$ cat config.mk
export PLATFORM = sky130hd
export DESIGN_NAME = qam_bit_scheduler
export DESIGN_NICKNAME = d
export VERILOG_FILES = /design/src/rtl/qam_bit_scheduler.sv
export SDC_FILE = /design/constraint.sdc
export NUM_CORES = 1
export LEC_CHECK = 0
export CAP_MARGIN = 20
export CORE_MARGIN = 2
export CORE_UTILIZATION = 25
export DETAILED_ROUTE_END_ITERATION = 10
export GPL_TIMING_DRIVEN = 0
export SYNTH_ARGS = -nofsm -noshare
export SYNTH_HDL_FRONTEND = slang
export SYNTH_SLANG_ARGS = --single-unit
$ cat constraint.sdc
create_clock -name clk -period 5.9 [get_ports clk]
set_input_delay 0.885 -clock clk [delete_from_list [all_inputs] [get_ports clk]]
set_output_delay 0.885 -clock clk [all_outputs]
set_load 0.01 [all_outputs]
$ cat src/rtl/qam_bit_scheduler.sv
// rtl/qam_bit_scheduler.sv - header/payload frame arbiter and MSB-first serialiser for the QAM mapper
// Optional feature macro: QAM_SCHED_PREAMBLE_EN (16-bit preamble ahead of each non-empty frame)
module qam_bit_scheduler #(
  parameter int GAP_CYCLES = 4
`ifdef QAM_SCHED_PREAMBLE_EN
  ,
  parameter logic [15:0] PREAMBLE = 16'hA5A5
`endif
) (
  input  logic       clk,
  input  logic       rst,
  input  logic       hdr_req,
  input  logic [7:0] hdr_len,
  input  logic [7:0] hdr_byte,
  output logic       hdr_rd,
  input  logic       pay_req,
  input  logic [7:0] pay_len,
  input  logic [7:0] pay_byte,
  output logic       pay_rd,
  output logic       grant_hdr,
  output logic       grant_pay,
  output logic       frame_done,
  output logic       DATAIN_EN,
  output logic       DATAIN_BIT
);

  localparam logic [2:0] S_IDLE  = 3'd0;
  localparam logic [2:0] S_LOAD  = 3'd1;
  localparam logic [2:0] S_SHIFT = 3'd2;
  localparam logic [2:0] S_GAP   = 3'd3;
`ifdef QAM_SCHED_PREAMBLE_EN
  localparam logic [2:0] S_PRE   = 3'd4;
`endif

  // Gap counter runs GAP_CYCLES-1 down to 0, one GAP cycle per value.
  localparam logic [3:0] GAP_LAST = 4'(GAP_CYCLES - 1);

  logic [2:0] r_state;
  logic       r_sel_hdr;   // source of the frame in service
  logic       r_last_hdr;  // round-robin memory: last grant went to header
  logic [7:0] r_cnt;       // in LOAD: frame length; afterwards: bytes still to fetch
  logic [7:0] r_sr;        // remaining bits of the current byte, next bit at [7]
  logic [2:0] r_bit;       // index of the bit currently on DATAIN_BIT
  logic [3:0] r_gap;
`ifdef QAM_SCHED_PREAMBLE_EN
  logic [3:0] r_pre;       // index of the preamble bit currently on DATAIN_BIT
`endif

  logic       w_pick_hdr;
  logic [7:0] w_pick_len;
  logic [7:0] w_byte;

  // Header wins when alone or when payload was served last.
  assign w_pick_hdr = hdr_req && (!pay_req || !r_last_hdr);
  assign w_pick_len = w_pick_hdr ? hdr_len : pay_len;
  assign w_byte     = r_sel_hdr ? hdr_byte : pay_byte;

  // Frame sequencing; every output is a flop that describes the cycle after the edge.
  always_ff @(posedge clk) begin
    if (!rst) begin
      r_state    <= S_IDLE;
      r_sel_hdr  <= 1'b0;
      r_last_hdr <= 1'b0;
      r_cnt      <= 8'd0;
      r_sr       <= 8'd0;
      r_bit      <= 3'd0;
      r_gap      <= 4'd0;
`ifdef QAM_SCHED_PREAMBLE_EN
      r_pre      <= 4'd0;
`endif
      hdr_rd     <= 1'b0;
      pay_rd     <= 1'b0;
      grant_hdr  <= 1'b0;
      grant_pay  <= 1'b0;
      frame_done <= 1'b0;
      DATAIN_EN  <= 1'b0;
      DATAIN_BIT <= 1'b0;
    end else begin
      hdr_rd     <= 1'b0;
      pay_rd     <= 1'b0;
      frame_done <= 1'b0;
      case (r_state)
        S_IDLE: begin
          if (hdr_req || pay_req) begin
            r_state    <= S_LOAD;
            r_sel_hdr  <= w_pick_hdr;
            r_last_hdr <= w_pick_hdr;
            grant_hdr  <= w_pick_hdr;
            grant_pay  <= !w_pick_hdr;
            r_cnt      <= w_pick_len;
            // The rd pulse is visible during LOAD; the first byte is captured as it ends.
            if (w_pick_len != 8'd0) begin
              hdr_rd <= w_pick_hdr;
              pay_rd <= !w_pick_hdr;
            end
          end
        end
        S_LOAD: begin
          if (r_cnt == 8'd0) begin
            r_state    <= S_GAP;
            grant_hdr  <= 1'b0;
            grant_pay  <= 1'b0;
            frame_done <= 1'b1;
            r_gap      <= GAP_LAST;
          end else begin
            r_cnt     <= r_cnt - 8'd1;
            DATAIN_EN <= 1'b1;
`ifdef QAM_SCHED_PREAMBLE_EN
            r_state    <= S_PRE;
            r_sr       <= w_byte;
            r_pre      <= 4'd0;
            DATAIN_BIT <= PREAMBLE[15];
`else
            r_state    <= S_SHIFT;
            r_sr       <= {w_byte[6:0], 1'b0};
            r_bit      <= 3'd0;
            DATAIN_BIT <= w_byte[7];
`endif
          end
        end
`ifdef QAM_SCHED_PREAMBLE_EN
        S_PRE: begin
          if (r_pre == 4'd15) begin
            r_state    <= S_SHIFT;
            r_sr       <= {r_sr[6:0], 1'b0};
            r_bit      <= 3'd0;
            DATAIN_BIT <= r_sr[7];
          end else begin
            r_pre      <= r_pre + 4'd1;
            DATAIN_BIT <= PREAMBLE[4'd14 - r_pre];
          end
        end
`endif
        S_SHIFT: begin
          if (r_bit == 3'd7) begin
            if (r_cnt != 8'd0) begin
              // Next byte follows directly, keeping DATAIN_EN unbroken.
              r_cnt      <= r_cnt - 8'd1;
              r_sr       <= {w_byte[6:0], 1'b0};
              r_bit      <= 3'd0;
              DATAIN_BIT <= w_byte[7];
            end else begin
              r_state    <= S_GAP;
              DATAIN_EN  <= 1'b0;
              DATAIN_BIT <= 1'b0;
              grant_hdr  <= 1'b0;
              grant_pay  <= 1'b0;
              frame_done <= 1'b1;
              r_gap      <= GAP_LAST;
            end
          end else begin
            r_sr       <= {r_sr[6:0], 1'b0};
            r_bit      <= r_bit + 3'd1;
            DATAIN_BIT <= r_sr[7];
            // Pulse rd during the last bit so the next byte is sampled as that bit ends.
            if (r_bit == 3'd6 && r_cnt != 8'd0) begin
              hdr_rd <= r_sel_hdr;
              pay_rd <= !r_sel_hdr;
            end
          end
        end
        S_GAP: begin
          if (r_gap == 4'd0) begin
            r_state <= S_IDLE;
          end else begin
            r_gap <= r_gap - 4'd1;
          end
        end
        default: r_state <= S_IDLE;
      endcase
    end
  end

endmodule

* Word-level counts from Yosys, hierarchy flattened
Cells that the tools add are included.
** Operators by class
- Mux-type cells :: 53
- Equal/unequal tests :: 14
- Add/subtract/negate cells :: 3
- Reductions and logical operators :: 23
** Operators with widths (number)
- $mux W8 :: 9
- $pmux W8 S3 :: 1
- $mux W1 :: 21
- $mux W3 :: 7
- $mux W4 :: 4
- $ne A2 B2 Y1 const B :: 8
- $pmux W8 S2 :: 1
- $reduce_bool A8 Y1 :: 2
- $reduce_and A5 Y1 :: 3
- $pmux W3 S4 :: 1
- $pmux W4 S3 :: 1
- $pmux W1 S2 :: 5
- $logic_not A8 Y1 :: 1
- $reduce_and A4 Y1 :: 2
- $sub A8 B1 Y8 const B :: 1
- $eq A3 B2 Y1 const B :: 2
- $eq A3 B3 Y1 const B :: 2
- $pmux W1 S3 :: 2
- $pmux W3 S2 :: 1
- $reduce_bool A3 Y1 :: 2
- $logic_not A4 Y1 :: 1
- $reduce_and A2 Y1 :: 2
- $sub A4 B1 Y4 const B :: 1
- $add A3 B1 Y3 const B :: 1
- 8 further kinds :: 12
** Storage, ports and cells
- Word-level logic and storage cells :: 106
- Register bits :: 34
- Input bits :: 36
- Output and inout port bits :: 7

* Depth between registers and ports, before layout
Gate-level depths: netlist of the first run.
- Depth after elaboration :: 8
- Gate-level depth with buffers :: 9
- Depth with buffers taken out :: 6

* Worst setup path before layout of the first run
OpenSTA, ideal clock, no wires.
- Path kind :: input to register
- Start :: input hdr_req
- End :: register r_cnt[4]
- Path buffers :: 1
- Data required time :: 5.775 ns
- Arrival time :: 2.045 ns
- Stages on the path :: 5
- Slack :: 3.729 ns
- Setup time :: 0.125 ns
- Cell sequence :: a21boi_0 > buf_2 > mux2_2 > mux2i_1 > o22ai_1
** Between the ends
- Cells in the longest elaborated chain, start to end :: 4
- Elaborated cells between the ends (all ways) :: 7
- Those cells by class :: 1 x eq/ne; 3 x mux; 3 x reduce/logical
** RTL lines
- start: declaration :: line 12 : input logic hdr_req,
- $logic_and A1 B1 Y1 :: line 54 : assign w_pick_hdr = hdr_req && (!pay_req || !r_last_hdr);
- $mux W8 :: line 55 : assign w_pick_len = w_pick_hdr ? hdr_len : pay_len;
- $mux W8 :: line 84 : if (hdr_req || pay_req) begin
- $pmux W8 S3 :: line 82 : case (r_state)
- end signal: assignment :: line 90 : r_cnt <= w_pick_len;
- end signal: assignment :: line 106 : r_cnt <= r_cnt - 8'd1;
- end signal: assignment :: line 138 : r_cnt <= r_cnt - 8'd1;
- end: declaration :: line 41 : logic [7:0] r_cnt;
Several ways; a longest one is shown, not always the timed one. The select of a mux whose other input is x is not followed.
A chain may end at the register's enable or synchronous reset.

* Worst setup path after layout of the first run
Same ends and word-level chain as after synthesis.

==> results of run 1 <==
## routing by layer
metal	part of all wire [%]	up-vias	track usage [%]	wire, µm
met5	0	-	0	0
met3	3.3	12	2.17	192
met1	47	997	17.5	2750
li1	-	1054	-	-
met2	47	31	21.5	2750
met4	2.4	0	5.75	138
## worst max-delay path, stage by stage
cell,delay [ns]
clkdlybuf4s50_1,0.53
a21boi_0,0.60
buf_2,0.39
mux2_2,0.37
mux2i_1,0.12
o22ai_1,0.11
## power by group
part	leakage (nW)	internal, W	switching (W)
logic	0.692	0.000338	0.000473
registers	0.263	0.000289	0.0000521
clock network	0.0645	0.000149	0.0000889
## final cells by class
cell class / count / area (µm²) / area share, %
Sequential cell: 32 / 641 / 22.7
Multi-Input combinational cell: 188 / 1350 / 47.8
Buffer: 20 / 97.6 / 3.46
Timing Repair Buffer: 42 / 420 / 14.9
Inverter: 15 / 56.3 / 2.00
Clock inverter: 1 / 30.0 / 1.06
Clock buffer: 7 / 96.3 / 3.42
Tap cell: 105 / 131 / 4.66
## flip-flops by register name, indices dropped and copies added (netlist names)
name	flops
DATAIN_BIT	1
DATAIN_EN	1
frame_done	1
grant_hdr	1
grant_pay	1
hdr_rd	1
pay_rd	1
r_bit	3
r_cnt	8
r_gap	4
r_last_hdr	1
r_sr	7
r_state	2
## per-stage QoR
step	hold slack, ns	instance area (µm²)
after global placement	0.440	2690
after global routing	0.475	2820
final	0.463	2820
after floorplan	0.432	2140
after CTS	0.459	2820
after detailed placement	0.449	2690
## cell families (layout without fill, tap and decap cells)
logic type      after synthesis  count (layout)
simple gates                 84              84
compound gates               78              78
buf+inv                      35              85
flops                        32              32
mux                          17              17
fa+ha+maj                     9               9
## worst max-delay path by stage
stage          slack [ns]  endpoint  startpoint  cells past startpoint
2_1_floorplan        3.73  r_cnt[4]     hdr_req                      5
3_3_place_gp         2.79  r_cnt[7]     hdr_req                      6
3_5_place_dp         2.77  r_cnt[1]     hdr_req                      6
4_1_cts              3.07  r_cnt[4]     hdr_req                      6
5_1_grt              2.95  r_cnt[3]     hdr_req                      6
6_report             3.07  r_cnt[4]     hdr_req                      6
## layout by cell type, fill, tap and decap left out, types with 3 or more instances in the layout
cell type / Yosys / final
a211o_1: 6 / 6
a211oi_1: 4 / 4
a21oi_1: 14 / 14
a21oi_2: 7 / 7
a311oi_1: 3 / 3
buf_2: 3 / 3
clkbuf_1: 12 / 12
clkbuf_8: 0 / 7
clkdlybuf4s50_1: 0 / 42
dfxtp_1: 32 / 32
ha_1: 9 / 9
inv_1: 14 / 14
mux2_2: 3 / 3
mux2i_1: 14 / 14
nand2_1: 25 / 25
nand3_1: 3 / 3
nand4_1: 4 / 4
nor2_1: 14 / 14
nor2b_1: 6 / 6
nor3_1: 6 / 6
nor4_1: 7 / 7
o211ai_1: 4 / 4
o21ai_0: 10 / 10
o311ai_0: 4 / 4
o31a_1: 3 / 3
o41ai_1: 4 / 4
or3_1: 5 / 5
==> reports/metrics.cfg, run 1 <==
[clocking]
post_cts_buffers=0
clkSinkCount=32
htreeDepth=2
max-clock-path-buffers=2
hold_buffers=0
ctsResizeCount=0
cts_tree=yes
cts_buffers=5
clkTransAtPathRegs_ns=0.08
clk_latency_ns=0.29
cts_root_buf=clkbuf_8

[global_routing]
grt_pass1_wl_um=9650
grt_usage_pct=13.3
grt_max_degree=11
antenna_found_initial=0
grt_overflow=0
grt_pass1_vias=1964

[sta]
setup_viol=0
rsz0062_at_grt=false
worstMarginPinSlew_ns=0.752
skew_ns=0.00680
post-route-min-period_ns=2.83
period_share_pct=48.0
slew_viol_final=0
max_slew_margin_pct=49.8
fmax_ghz=0.353
setup_slack_ns=3.07
setup_tns_ns=0
hold_viol_final=0

[yosys]
synthArstFlopShare_pct=0
syn-num-nets=300
synth-compound-area-share_pct=29.0
ys.flop_type=dfxtp_1
yosysTopAreaCellShare_pct=29.9
syn-cell-area_um2=2140
synthCells=255
yosysTopAreaCell=dfxtp_1
syn_avg_cell_area_um2=8.40
ys_ff_latch=32
synth_cell_type_count=53
synth.area.top_cells=dfxtp_1 (30%), mux2i_1 (6.5%), ha_1 (5.3%), nand2_1 (4.4%), a21oi_1 (3.3%)
synth_top_family_by_area=compound AO/OA/AOI/OAI gates
synth_edf_count=0
netlist_top_cells_count=dfxtp_1 (32), nand2_1 (25)
synthXorXnorAreaFrac_pct=0
yosys_warnings=0
synthAdderAreaFrac_pct=5.26
seq_area_frac_synth_pct=29.9
synthSimpleGateAreaFrac_pct=20.6
synth_most_common_cell=dfxtp_1
synthMuxAreaShare_pct=8.12

[placed_design]
post-place-ws_ns=2.77
port_buffers=42
post-place-cells=402
gp_congestion=0.849
dp_hpwl_um=4430

[finish]
nets=349
nFillCells=853
final_util_pct=34.2
area_growth_pct=31.7
drive_above_1_share_pct=10.8
diodes=0
instances_no_fill=410

[drt]
drc=0
wire_per_inst_um=14.2
num_vias=2094
via_per_inst=5.11
routed_wl_um=5830
drtAntennaViolNets=0
drt_iter0_markers=161
firstDrtPassIters=4

[setup_path]
cp_max_fo=10
r2r-start=r_state[0]
crit_path_end_kind=flip-flop
rr_worst_depth=8
timing.reg2reg.setup_slack_ns=3.39
critical_path_class=in -> reg
worstPathRequired_ns=6.07
r2r-end=r_cnt[7]
cp.arrival_ns=3.00
start_kind=input pin

[power]
pwr_density_cell_nw_per_um2=493
vdd_drop_max_mv=0.163
total_power_w=0.00139
p_leak_nw=1.02

[min_path]
holdPathEnd=r_sr[1]
hp-start=r_sr[1]
whs_path_depth=2
hp-class=reg -> reg

[die]
die_area_um2=9320
die-height_um=96.6
die_w_um=96.6
boundaryPins=43
core-area_um2=8260
rows=33
initial_core_util_pct=25.9

[outcome]
outcome=complete, no violations

[run]
drv_cap=0

(Power assumes the default switching activity.)
==> run 2: changes to the inputs <==
Clock period 5.9 ns to 2.95 ns, I/O delays scaled along.
==> results of run 2 <==
Same layout as run 1 (identical final DEF). Status: complete, no violations.
Among the figures that moved: setup slack after placement 2.77 ns -> 0.261 ns; setup slack after layout 3.07 ns -> 0.444 ns; start point of the critical path hdr_req -> r_state[0]; end point of the critical path r_cnt[4] -> r_cnt[7]; register-to-register setup slack 3.39 ns -> 0.44 ns; total power 0.00139 W -> 0.00278 W; worst IR drop on VDD 0.163 mV -> 0.326 mV
==> run 3: changes to the inputs <==
Clock period 2.95 ns to 2.1 ns, I/O delays scaled along.
==> run 3 against run 2 <==
Against the previous run: global-route usage grew 0.15 points; via count up 2.6%; clock skew is 0.00052 ns higher; largest power group unchanged.
==> reports/metrics.cfg, run 3 (same netlist as run 1, synthesis figures left out) <==
[outcome]
outcome=complete, no violations

[finish]
nets=353
final_util_pct=35.9
design_area_um2=2970
layout_common_cells=clkdlybuf4s50_1 (42), dfxtp_1 (30), nand2_1 (25)
regMostFlops=r_cnt
drive_above_1_share_pct=18.1
nFillCells=838
top_regs=r_cnt x8, r_sr x7, r_gap x4
instances_no_fill=414
area_growth_pct=38.6
diodes=0
mostFrequentLayoutCell=clkdlybuf4s50_1
largest_reg_flops=8

[sta]
setup_slack_ns=0.0679
hold_viol_final=0
worstMarginPinSlew_ns=0.646
setup_viol=0
period_share_pct=96.8
post-route-min-period_ns=2.03
setup_tns_ns=0
max_slew_margin_pct=56.9
fmax_ghz=0.492
skew_ns=0.00733
slew_viol_final=0

[clocking]
cts_tree=yes
htreeDepth=2
max-clock-path-buffers=2
cts_buffers=5
clkSinkCount=32
hold_buffers=0
cts_root_buf=clkbuf_8
clkTransAtPathRegs_ns=0.08
clk_latency_ns=0.29

[placed_design]
placed_area_um2=2690
post-place-cells=402
post-place-ws_ns=-0.461
gp_congestion=0.849
dp_hpwl_um=4430
port_buffers=42

[die]
core-area_um2=8260
die-height_um=96.6
die_w_um=96.6
initial_core_util_pct=25.9
rows=33
boundaryPins=43
die_area_um2=9320

[drt]
drtAntennaViolNets=0
firstDrtPassIters=5
num_vias=2149
via_per_inst=5.19
drc=0
wire_per_inst_um=14.5
routed_wl_um=6020
drt_iter0_markers=137

[global_routing]
grt_usage_pct=13.5
antenna_found_initial=0
grt_overflow=0
grt_pass1_vias=1992
grt_max_degree=11
grt_pass1_wl_um=9760

[setup_path]
rr_worst_depth=7
cp.arrival_ns=2.20
start_kind=flip-flop
worstPathRequired_ns=2.27
crit_path_end_kind=flip-flop
cp_max_fo=6
critical_path_class=reg -> reg

[power]
vdd_drop_max_mv=0.442
pwr_density_cell_nw_per_um2=1430
p_leak_nw=1.08

[min_path]
hp-class=reg -> reg
whs_path_depth=2

[run]
drv_cap=0

run 3: cell types whose count changed in the layout (fill, tap and decap cells not counted), moves of 3 or more:
cell / delta
clkbuf_1: -6
o311ai_1: +4
buf_4: +4
ha_4: +3
ha_1: -3
o311ai_0: -4
run 3: final cells by class:
type / count / area (µm²) / share of cell area (%)
timing repair buffer: 48 / 463 / 15.6
clock inverter: 1 / 30.0 / 1.01
buffer: 18 / 110 / 3.71
inverter: 15 / 56.3 / 1.90
sequential: 32 / 643 / 21.7
tap: 105 / 131 / 4.43
multi-input combinational: 188 / 1440 / 48.4
clock buffer: 7 / 96.3 / 3.25
run 3: final timing paths:
| check | to | slack, ns | from |
|---|---|---|---|
| setup / recovery | r_gap[1] | 0.07 | r_cnt[0] |
| hold / removal | r_sr[1] | 0.46 | r_sr[1] |
| setup reg to reg | r_gap[1] | 0.07 | r_cnt[0] |
| hold reg to reg | r_sr[1] | 0.46 | r_sr[1] |
run 3: repair_timing:
item                                    CTS  global route
buffers inserted                          2             3
gates resized for setup                  14            23
endpoints found under the setup margin   24            27
gates cloned                              0             1
pin swaps                                 4             4
run 3: metal layers:
layer  global-route usage, %  share of wire, %
met1                    17.7                47
met2                    21.6                47
met3                    2.17               3.8
met4                    5.99               1.9
met5                       0                 0
run 3: power by group:
part           internal [W]  switching, W
Clock              0.000419      0.000247
Sequential         0.000815      0.000152
Combinational       0.00116       0.00144
run 3: worst max-delay path: stages (launching register included):
cell and delay [ns]:
dfxtp_1 0.34, inv_2 0.09, ha_4 0.14, or3b_4 0.42, o41ai_4 0.43, buf_4 0.21
and3b_1 0.18, a311oi_1 0.09
run 3: through the flow:
stage          power [W]  hold slack, ns
2_1_floorplan    0.00265           0.432
3_3_place_gp     0.00321           0.440
3_5_place_dp     0.00324           0.449
4_1_cts          0.00404           0.459
5_1_grt          0.00456           0.475
6_report         0.00423           0.463
